==> config.mk <==
export PLATFORM = sky130hd
export DESIGN_NAME = fight_data_control
export DESIGN_NICKNAME = d
export VERILOG_FILES = /design/src/rtl/pokemon_pkg.sv /design/src/rtl/fight_lfsr.sv /design/src/rtl/fight_data_control.sv
export SDC_FILE = /design/constraint.sdc
export NUM_CORES = 1
export LEC_CHECK = 0
export CAP_MARGIN = 20
export CORE_MARGIN = 1
export CORE_UTILIZATION = 50
export CTS_BUF_LIST = sky130_fd_sc_hd__clkbuf_2
export DETAILED_ROUTE_END_ITERATION = 10
export PLACE_DENSITY = 0.87
export RECOVER_POWER = 25
export SLEW_MARGIN = 20
export SYNTH_ARGS = -nofsm -noshare
export SYNTH_HDL_FRONTEND = slang
export SYNTH_SLANG_ARGS = --single-unit
==> constraint.sdc <==
create_clock -name clk -period 2.6 [get_ports clk]
set_input_delay 0.39 -clock clk [delete_from_list [all_inputs] [get_ports clk]]
set_output_delay 0.39 -clock clk [all_outputs]
set_load 0.02 [all_outputs]
==> src/rtl/pokemon_pkg.sv <==
// Shared scene codes, fight FSM encoding, winner codes and HP arithmetic helpers
// for the pokemon battle pipeline.
package pokemon_pkg;

  localparam int HP_W = 8;

  localparam logic [3:0] SCENE_START  = 4'b0000;
  localparam logic [3:0] SCENE_CHOOSE = 4'b0001;
  localparam logic [3:0] SCENE_FIGHT  = 4'b0011;
  localparam logic [3:0] SCENE_WIN    = 4'b0100;

  localparam logic [1:0] WIN_NONE = 2'd0;
  localparam logic [1:0] WIN_P1   = 2'd1;
  localparam logic [1:0] WIN_P2   = 2'd2;

  localparam logic [7:0] LFSR_SEED = 8'hA5;

  typedef enum logic [2:0] {
    ST_IDLE   = 3'd0,
    ST_LOAD   = 3'd1,
    ST_SELECT = 3'd2,
    ST_APPLY  = 3'd3,
    ST_WAIT   = 3'd4,
    ST_CHECK  = 3'd5,
    ST_DONE   = 3'd6
  } fight_state_t;

  // HP never wraps: a hit larger than the remaining HP leaves exactly zero.
  function automatic logic [HP_W-1:0] sat_sub(input logic [HP_W-1:0] a,
                                               input logic [HP_W-1:0] b);
    return (b >= a) ? '0 : a - b;
  endfunction

  function automatic logic [HP_W-1:0] sat_dbl(input logic [HP_W-1:0] a);
    return a[HP_W-1] ? '1 : {a[HP_W-2:0], 1'b0};
  endfunction

endpackage

==> src/rtl/fight_lfsr.sv <==
// 8-bit maximal-length Fibonacci LFSR (taps 8,6,5,4), loaded with seed on reset.
module fight_lfsr (
  input  logic       clk,
  input  logic       reset,
  input  logic       en,
  input  logic [7:0] seed,
  output logic [7:0] lfsr
);

  logic [7:0] lfsr_q;

  always_ff @(posedge clk) begin
    if (reset) begin
      lfsr_q <= seed;
    end else if (en) begin
      lfsr_q <= {lfsr_q[6:0], lfsr_q[7] ^ lfsr_q[5] ^ lfsr_q[4] ^ lfsr_q[3]};
    end
  end

  assign lfsr = lfsr_q;

endmodule

==> src/rtl/fight_data_control.sv <==
// Turn-based battle engine: loads player stats, runs the select/apply/wait/check
// loop from key presses and reports live HP and the winner. FIGHT_CRIT_EN adds critical hits.
module fight_data_control
  import pokemon_pkg::*;
#(
  parameter int         ANIM_CYCLES = 25_000_000,
  parameter int         CNT_W       = 25,
  parameter logic [3:0] FIGHT_SCENE = 4'b0011
) (
  input  logic         clk,
  input  logic         reset,
  input  logic [3:0]   scene_state,
  input  logic         key_C,
  input  logic         key_L,
  input  logic         key_R,
  input  logic [7:0]   p1_pokemon_hp,
  input  logic [7:0]   p1_pokemon_speed,
  input  logic [7:0]   p1_skill_1_damage,
  input  logic [7:0]   p1_skill_2_damage,
  input  logic [7:0]   p1_skill_3_damage,
  input  logic [7:0]   p2_pokemon_hp,
  input  logic [7:0]   p2_pokemon_speed,
  input  logic [7:0]   p2_skill_1_damage,
  input  logic [7:0]   p2_skill_2_damage,
  input  logic [7:0]   p2_skill_3_damage,
  output logic [7:0]   p1_cur_hp,
  output logic [7:0]   p2_cur_hp,
  output logic         turn,
  output logic [1:0]   skill_sel,
  output logic         attack_valid,
  output logic         fight_over,
  output logic [1:0]   winner,
`ifdef FIGHT_CRIT_EN
  output logic         crit,
`endif
  output fight_state_t state_dbg
);

  // Keys are single-cycle pulses; handshake is implicit: a key is consumed in the
  // cycle it is high only if the FSM is in SELECT and it is the only key high.
  fight_state_t     state, state_next;
  logic [CNT_W-1:0] counter_q;
  logic [HP_W-1:0]  dmg_q;
  logic [HP_W-1:0]  sel_dmg;
  logic [HP_W-1:0]  eff_dmg;
  logic [HP_W-1:0]  defender_hp;
  logic             scene_active;
  logic             single_key;
  logic             anim_done;

  assign scene_active = (scene_state == FIGHT_SCENE);
  assign single_key   = (key_C ^ key_L ^ key_R) & ~(key_C & key_L & key_R);
  assign defender_hp  = turn ? p1_cur_hp : p2_cur_hp;
  assign anim_done    = (counter_q == CNT_W'(ANIM_CYCLES - 1));
  assign state_dbg    = state;

  always_comb begin
    sel_dmg = turn ? p2_skill_1_damage : p1_skill_1_damage;
    case (skill_sel)
      2'd2:    sel_dmg = turn ? p2_skill_2_damage : p1_skill_2_damage;
      2'd3:    sel_dmg = turn ? p2_skill_3_damage : p1_skill_3_damage;
      default: ;
    endcase
  end

`ifdef FIGHT_CRIT_EN
  logic [7:0] lfsr;
  logic       crit_hit;

  fight_lfsr u_lfsr (
    .clk   (clk),
    .reset (reset),
    .en    (1'b1),
    .seed  (LFSR_SEED),
    .lfsr  (lfsr)
  );

  assign crit_hit = (lfsr[2:0] == 3'd0);
  assign eff_dmg  = crit_hit ? sat_dbl(dmg_q) : dmg_q;
`else
  assign eff_dmg  = dmg_q;
`endif

  always_ff @(posedge clk) begin
    if (reset) begin
      state <= ST_IDLE;
    end else begin
      state <= state_next;
    end
  end

  // Leaving the fight scene aborts from any active state back to IDLE.
  always_comb begin
    state_next = state;
    if (state != ST_IDLE && !scene_active) begin
      state_next = ST_IDLE;
    end else begin
      case (state)
        ST_IDLE:   if (scene_active) state_next = ST_LOAD;
        ST_LOAD:   state_next = ST_SELECT;
        ST_SELECT: if (key_C && single_key) state_next = ST_APPLY;
        ST_APPLY:  state_next = ST_WAIT;
        ST_WAIT:   if (anim_done) state_next = ST_CHECK;
        ST_CHECK:  state_next = (defender_hp == '0) ? ST_DONE : ST_SELECT;
        ST_DONE:   state_next = ST_DONE;
        default:   state_next = ST_IDLE;
      endcase
    end
  end

  always_comb begin
    attack_valid = (state == ST_APPLY) && scene_active;
    fight_over   = (state == ST_DONE);
`ifdef FIGHT_CRIT_EN
    crit         = attack_valid && crit_hit;
`endif
  end

  // HP and winner are only written while the fight scene is active, so they
  // survive an abort for the win scene to read.
  always_ff @(posedge clk) begin
    if (reset) begin
      p1_cur_hp <= '0;
      p2_cur_hp <= '0;
      turn      <= 1'b0;
      skill_sel <= 2'd1;
      winner    <= WIN_NONE;
      counter_q <= '0;
      dmg_q     <= '0;
    end else if (scene_active) begin
      case (state)
        ST_LOAD: begin
          p1_cur_hp <= p1_pokemon_hp;
          p2_cur_hp <= p2_pokemon_hp;
          turn      <= (p2_pokemon_speed > p1_pokemon_speed);
          skill_sel <= 2'd1;
          winner    <= WIN_NONE;
        end
        ST_SELECT: begin
          if (single_key) begin
            if (key_L && skill_sel != 2'd1) skill_sel <= skill_sel - 2'd1;
            if (key_R && skill_sel != 2'd3) skill_sel <= skill_sel + 2'd1;
            if (key_C) dmg_q <= sel_dmg;
          end
        end
        ST_APPLY: begin
          if (turn) p1_cur_hp <= sat_sub(p1_cur_hp, eff_dmg);
          else      p2_cur_hp <= sat_sub(p2_cur_hp, eff_dmg);
          counter_q <= '0;
        end
        ST_WAIT: counter_q <= counter_q + 1'b1;
        ST_CHECK: begin
          if (defender_hp == '0) begin
            winner <= turn ? WIN_P2 : WIN_P1;
          end else begin
            turn      <= ~turn;
            skill_sel <= 2'd1;
          end
        end
        default: ;
      endcase
    end
  end

endmodule
==> flow_summary.ini, run 1 <==
[yosys]
syn_avg_cell_area_um2 = 7.96
syn_area_mm2 = 0.00406
synth_area_leader_cell = dfxtp_1
synth_edf_count = 0
ys_seq_area_frac = 0.281
synth_top_area_share = 0.281
ys_warn_count = 0
synth_nets = 630
ys.flop_type = dfxtp_1
ys_ff_latch = 57
syn_inst = 510
async_flop_share = 0
ys_top_cells_by_area = dfxtp_1 (28%), ha_1 (8.9%), nor2_1 (6.0%)
ys_types = 53

[global_route]
grt_pass1_vias = 4213
grt_pass1_wl_um = 19000
grt_max_degree = 24
grt_antenna_before_repair = 0
grt_use_total = 0.278
overflow = 0

[finish]
multi_input_area_mm2 = 0.00269
syn_to_final_growth_pct = 33.7
design_area_mm2 = 0.00543
fill_cells = 651
drive_gt1_frac = 0.0557
antennaDiodeCount = 0
seqCellArea_mm2 = 0.00114
layout.nets = 744

[setup_path]
slowest_stage = clkdlybuf4s50_1
endpoint_kind = output port
arrival_ns = 2.02
crit_family = buffers and inverters
cp_max_fo = 2
required_ns = 2.21
crit_type = input port to output port
critPathBufInv = 2
crit_path_max_incr_delay_ns = 0.63
crit_chain = dlygate4sd3_1 > nand4bb_1 > nor2_1 > clkdlybuf4s50_1
startpoint_type = input port

[clock_tree]
clock_latency_ns = 0.49
clock_path_buffers = 2
clk_pin_slew_ns = 0.17
clock-sinks = 57
htreeDepth = 3
root_buffer = clkbuf_2
cts_resized = 0
cts_tree = built
cts_buffers = 9

[drt]
vias = 4267
drtIter0Drc = 185
viasPerCell = 5.85
final_antenna_net_count = 0
firstDrtPassIters = 4
routedWlPerCell_um = 15.6
wl_um = 11400
drc = 0

[power]
vdd_drop_max_uv = 174
p_per_area_mw_per_mm2 = 305
leakagePower_nw = 2.15
finalPower_mw = 1.65

[sta]
slew_headroom = 0.543
worstMarginPinSlew_ns = 0.681
fmax_mhz = 415
min_period_ns = 2.41
worst_hold_slack_ns = 0.443
layout_worst_path_cycle_share = 0.928
finClkSkew_ns = 0.0282
hold_violations = 0
rsz0062_at_grt = no
finalSetupViolCount = 0
tns_ns = 0
drv_slew = 0

[die]
core.rowCount = 32
die_w_um = 92.1
ios = 115
start_util = 0.520
core-area_mm2 = 0.00781
fp.dieArea_mm2 = 0.00848
die_y_um = 92.1

[placement]
placed_area_mm2 = 0.00533
port_buffers = 114
gp_congestion = 0.958
hpwlAfterDp_um = 8970

[worst_hold_path]
hold_path.class = input port to flop

[run]
drv_cap = 0

[run_status]
status = complete, no violations
## state kept, by name (all words and copies together) (netlist names)
signal / cells
counter_q: 25
dmg_q: 8
p1_cur_hp: 8
p2_cur_hp: 8
skill_sel: 2
state_dbg: 3
turn: 1
winner: 2
## final cells by class
type,count,share of cell area
clock inverters,5,0.00876
well taps,102,0.0235
clock buffers,10,0.00923
multi-input cells,395,0.496
flip-flops and latches,57,0.210
inverters,32,0.0221
repair buffers,129,0.230
## cell usage after synthesis, drive strengths merged (8+ instances only)
cell     n
dfxtp   57
nor2    65
a22oi   14
a211oi  21
a31oi   11
nand4   22
buf      8
nand2   37
xor2    25
a21oi   21
ha      29
nand3   16
clkbuf  18
a22o     8
mux2i   14
nor3    13
inv     32
o21ai   13
## worst paths after layout
path                            depth (start not counted)  slack, ns                   from                         to
worst max-delay path                                    4       0.19         scene_state[2]               attack_valid
worst min-delay path                                    3       0.44       p2_pokemon_hp[7]  p2_cur_hp[7]$_SDFFE_PP0P_
worst max register to register                          8       0.41  dmg_q[0]$_SDFFE_PP0P_  p2_cur_hp[3]$_SDFFE_PP0P_
worst min register to register                          2       0.52  dmg_q[2]$_SDFFE_PP0P_      dmg_q[2]$_SDFFE_PP0P_
## kinds of logic (layout without fill, tap and decap cells)
| family | Yosys count | in the layout | share of synthesized area |
|---|---|---|---|
| simple gates | 202 | 202 | 0.249 |
| flops | 57 | 57 | 0.281 |
| xor+xnor | 30 | 30 | 0.0648 |
| buf+inv | 58 | 176 | 0.0552 |
| compound gates | 116 | 116 | 0.211 |
| fa+ha+maj | 31 | 31 | 0.0993 |
| mux | 16 | 16 | 0.0401 |
## tightest hold or removal path, cell delays in order
cell             delay, ns
clkdlybuf4s50_1       0.39
nand2_1               0.06
a31oi_1               0.07
## layout by cell type (no fill, tap or decap), types with 20 or more instances in the layout
cell,netlist,final
nor2_1,65,65
xor2_1,25,25
inv_1,32,32
a21oi_1,21,21
ha_1,29,29
nand2_1,37,37
nand4_1,22,22
dfxtp_1,57,57
a211oi_1,20,20
clkdlybuf4s50_1,0,105
## through the flow
| step | cells | utilization | setup slack [ns] |
|---|---|---|---|
| 6_report | 730 | 0.695 | 0.188 |
| 5_1_grt | 730 | 0.695 | 0.136 |
| 3_3_place_gp | 714 | 0.682 | 0.316 |
| 2_1_floorplan | 510 | - | 0.558 |
| 3_5_place_dp | 714 | 0.682 | 0.256 |
| 4_1_cts | 730 | 0.696 | 0.217 |
## where the power goes
group,switching (mW),internal (mW),leakage (nW),total (mW)
Clock,0.332,0.212,0.0666,0.544
Combinational,0.0797,0.154,1.62,0.234
Sequential,0.00121,0.875,0.459,0.876
## repair_timing
item	4_1_cts	5_1_grt
hold buffers	0	0
setup buffers	1	0
endpoints found under the setup margin	1	0
## metal layers
layer  GRT usage  share of wire  vias up
met3      0.0498          0.073       25
met1       0.324           0.42     1987
li1            -              -     2091
met2       0.502           0.49      164
met4       0.107          0.024        0
met5           0              0        -
(Power assumes the default switching activity.)
==> inputs of run 2 (changes only) <==
Settings changed: GPL_TIMING_DRIVEN set to 1.
==> results of run 2 <==
The final DEF is identical to that of run 1; final timing and power are the same.
==> inputs of run 3 (changes only) <==
--- a/constraint.sdc
+++ b/constraint.sdc
@@ -3,2 +3,2 @@
 set_output_delay 0.39 -clock clk [all_outputs]
-set_load 0.02 [all_outputs]
+set_load 0.05 [all_outputs]
==> flow_summary.ini, run 3 (synthesis gave the netlist of run 1 again) <==
[finish]
largest_reg_flops = 25
multi_input_area_mm2 = 0.00270
top_register = counter_q
layout_common_cells = clkdlybuf4s50_1 (107), nor2_1 (64), dfxtp_1 (56)
layout.cells.most_common = clkdlybuf4s50_1
postLayoutCoreUtil = 0.701
layout.nets = 740
seqCellArea_mm2 = 0.00114
antennaDiodeCount = 0
syn_to_final_growth_pct = 34.9
fill_cells = 632
drive_gt1_frac = 0.0576

[setup_path]
slowest_stage = dfxtp_1
reg2reg_to = p2_cur_hp[4]$_SDFFE_PP0P_
critPathBufInv = 2
crit_type = flop to flop
startpoint_type = flop
required_ns = 2.96
crit_path_max_incr_delay_ns = 0.55
crit_chain = clkbuf_1 > inv_1 > nor3_1 > o311a_1 > nand2_1 > a311oi_1
endpoint_kind = flop
crit_family = compound AO/OA/AOI/OAI gates
arrival_ns = 2.69
cp_max_fo = 9
rr_worst_depth = 6
startpoint = state_dbg[1]$_SDFFE_PP0P_
rr_startpoint = state_dbg[1]$_SDFFE_PP0P_
r2r_setup_slack_ns = 0.27

[power]
vdd_drop_max_uv = 237
p_per_area_mw_per_mm2 = 345
swShare = 0.231
clkPwrFrac = 0.410
power.internal_mw = 1.45
p_sw_mw = 0.437
seq_power_share = 0.464
finalPower_mw = 1.89
pwr-share-comb = 0.125
leakagePower_nw = 2.17

[sta]
finClkSkew_ns = 0.0164
finalSetupViolCount = 0
fmax_mhz = 428
timing.final.ws_setup_ns = 0.266
layout_worst_path_cycle_share = 0.898
rsz0062_at_grt = no
drv_slew = 0
min_period_ns = 2.33
worstMarginPinSlew_ns = 0.780
slew_headroom = 0.480
hold_violations = 0
tns_ns = 0

[drt]
drc = 0
vias = 4296
routedWlPerCell_um = 16.2
firstDrtPassIters = 6
final_antenna_net_count = 0
viasPerCell = 5.91
drtIter0Drc = 272
wl_um = 11800

[worst_hold_path]
hold_path_depth = 3
holdPathEnd = p2_cur_hp[2]$_SDFFE_PP0P_
hold_start = p2_pokemon_hp[2]
hold_path.class = input port to flop

[die]
die_w_um = 92.1
die_y_um = 92.1
ios = 115
core.rowCount = 32
fp.dieArea_mm2 = 0.00848
core-area_mm2 = 0.00781
start_util = 0.520

[global_route]
grt_pass1_wl_um = 19300
grt_pass1_vias = 4228
grt_antenna_before_repair = 0
grt_max_degree = 24
overflow = 0
grt_use_total = 0.284

[clock_tree]
clk_pin_slew_ns = 0.18
root_buffer = clkbuf_2
clock_path_buffers = 2
htreeDepth = 3
cts_tree = built
post-cts-setup-buffers = 0
clock-sinks = 57
cts_buffers = 9
clock_latency_ns = 0.47

[placement]
gp_congestion = 0.883
port_buffers = 114
hpwlAfterDp_um = 9090
post-place-ws_ns = 0.244

[run_status]
status = complete, no violations

[run]
drv_cap = 0
run 3: final cells by class:
cell class,instances,share of cell area
Inverter,32,0.0219
Sequential cell,57,0.209
Clock inverter,5,0.0190
Multi-Input combinational cell,395,0.492
Clock buffer,11,0.0101
Tap cell,102,0.0233
Timing Repair Buffer,125,0.225
run 3: per-stage QoR:
stage | hold slack (ns) | instance area [µm²] | cells
floorplan | 0.460 | 4060 | 510
global placement | 0.477 | 5320 | 711
global route | 0.471 | 5470 | 727
CTS | 0.451 | 5480 | 727
finish | 0.477 | 5470 | 727
detailed placement | 0.497 | 5320 | 711
run 3: worst min-delay path: cells and delay by family:
kind	cells	cell delay [ns]
buf+inv	1	0.39
compound gates	1	0.08
simple gates	1	0.06
run 3: worst max path at each step:
stage                     cells past startpoint                         end
final                                         6   p2_cur_hp[4]$_SDFFE_PP0P_
after floorplan                               7  counter_q[10]$_SDFFE_PP0P_
after detailed placement                      7       dmg_q[4]$_SDFFE_PP0P_
after global routing                          6   p1_cur_hp[7]$_SDFFE_PP0P_
after CTS                                     2                  fight_over
after global placement                        7       dmg_q[2]$_SDFFE_PP0P_
run 3: per-layer routing:
layer	GRT usage	up-vias	share of wire
met5	0	-	0
met1	0.341	1994	0.42
met2	0.504	208	0.50
met4	0.0964	0	0.017
li1	-	2077	-
met3	0.0556	17	0.070
run 3: power by group through the flow:
stage / Combinational [mW] / Sequential (mW) / Clock, mW
2_1_floorplan: 0.0748 / 0.897 / 0
3_3_place_gp: 0.231 / 0.895 / 0
3_5_place_dp: 0.236 / 0.895 / 0
4_1_cts: 0.238 / 0.877 / 0.779
5_1_grt: 0.258 / 0.878 / 0.816
6_report: 0.237 / 0.878 / 0.776
run 3: repair_timing:
action	CTS	global route
pin swaps	0	0
resized for setup	1	1
hold buffers	0	0
setup endpoints to repair	1	1
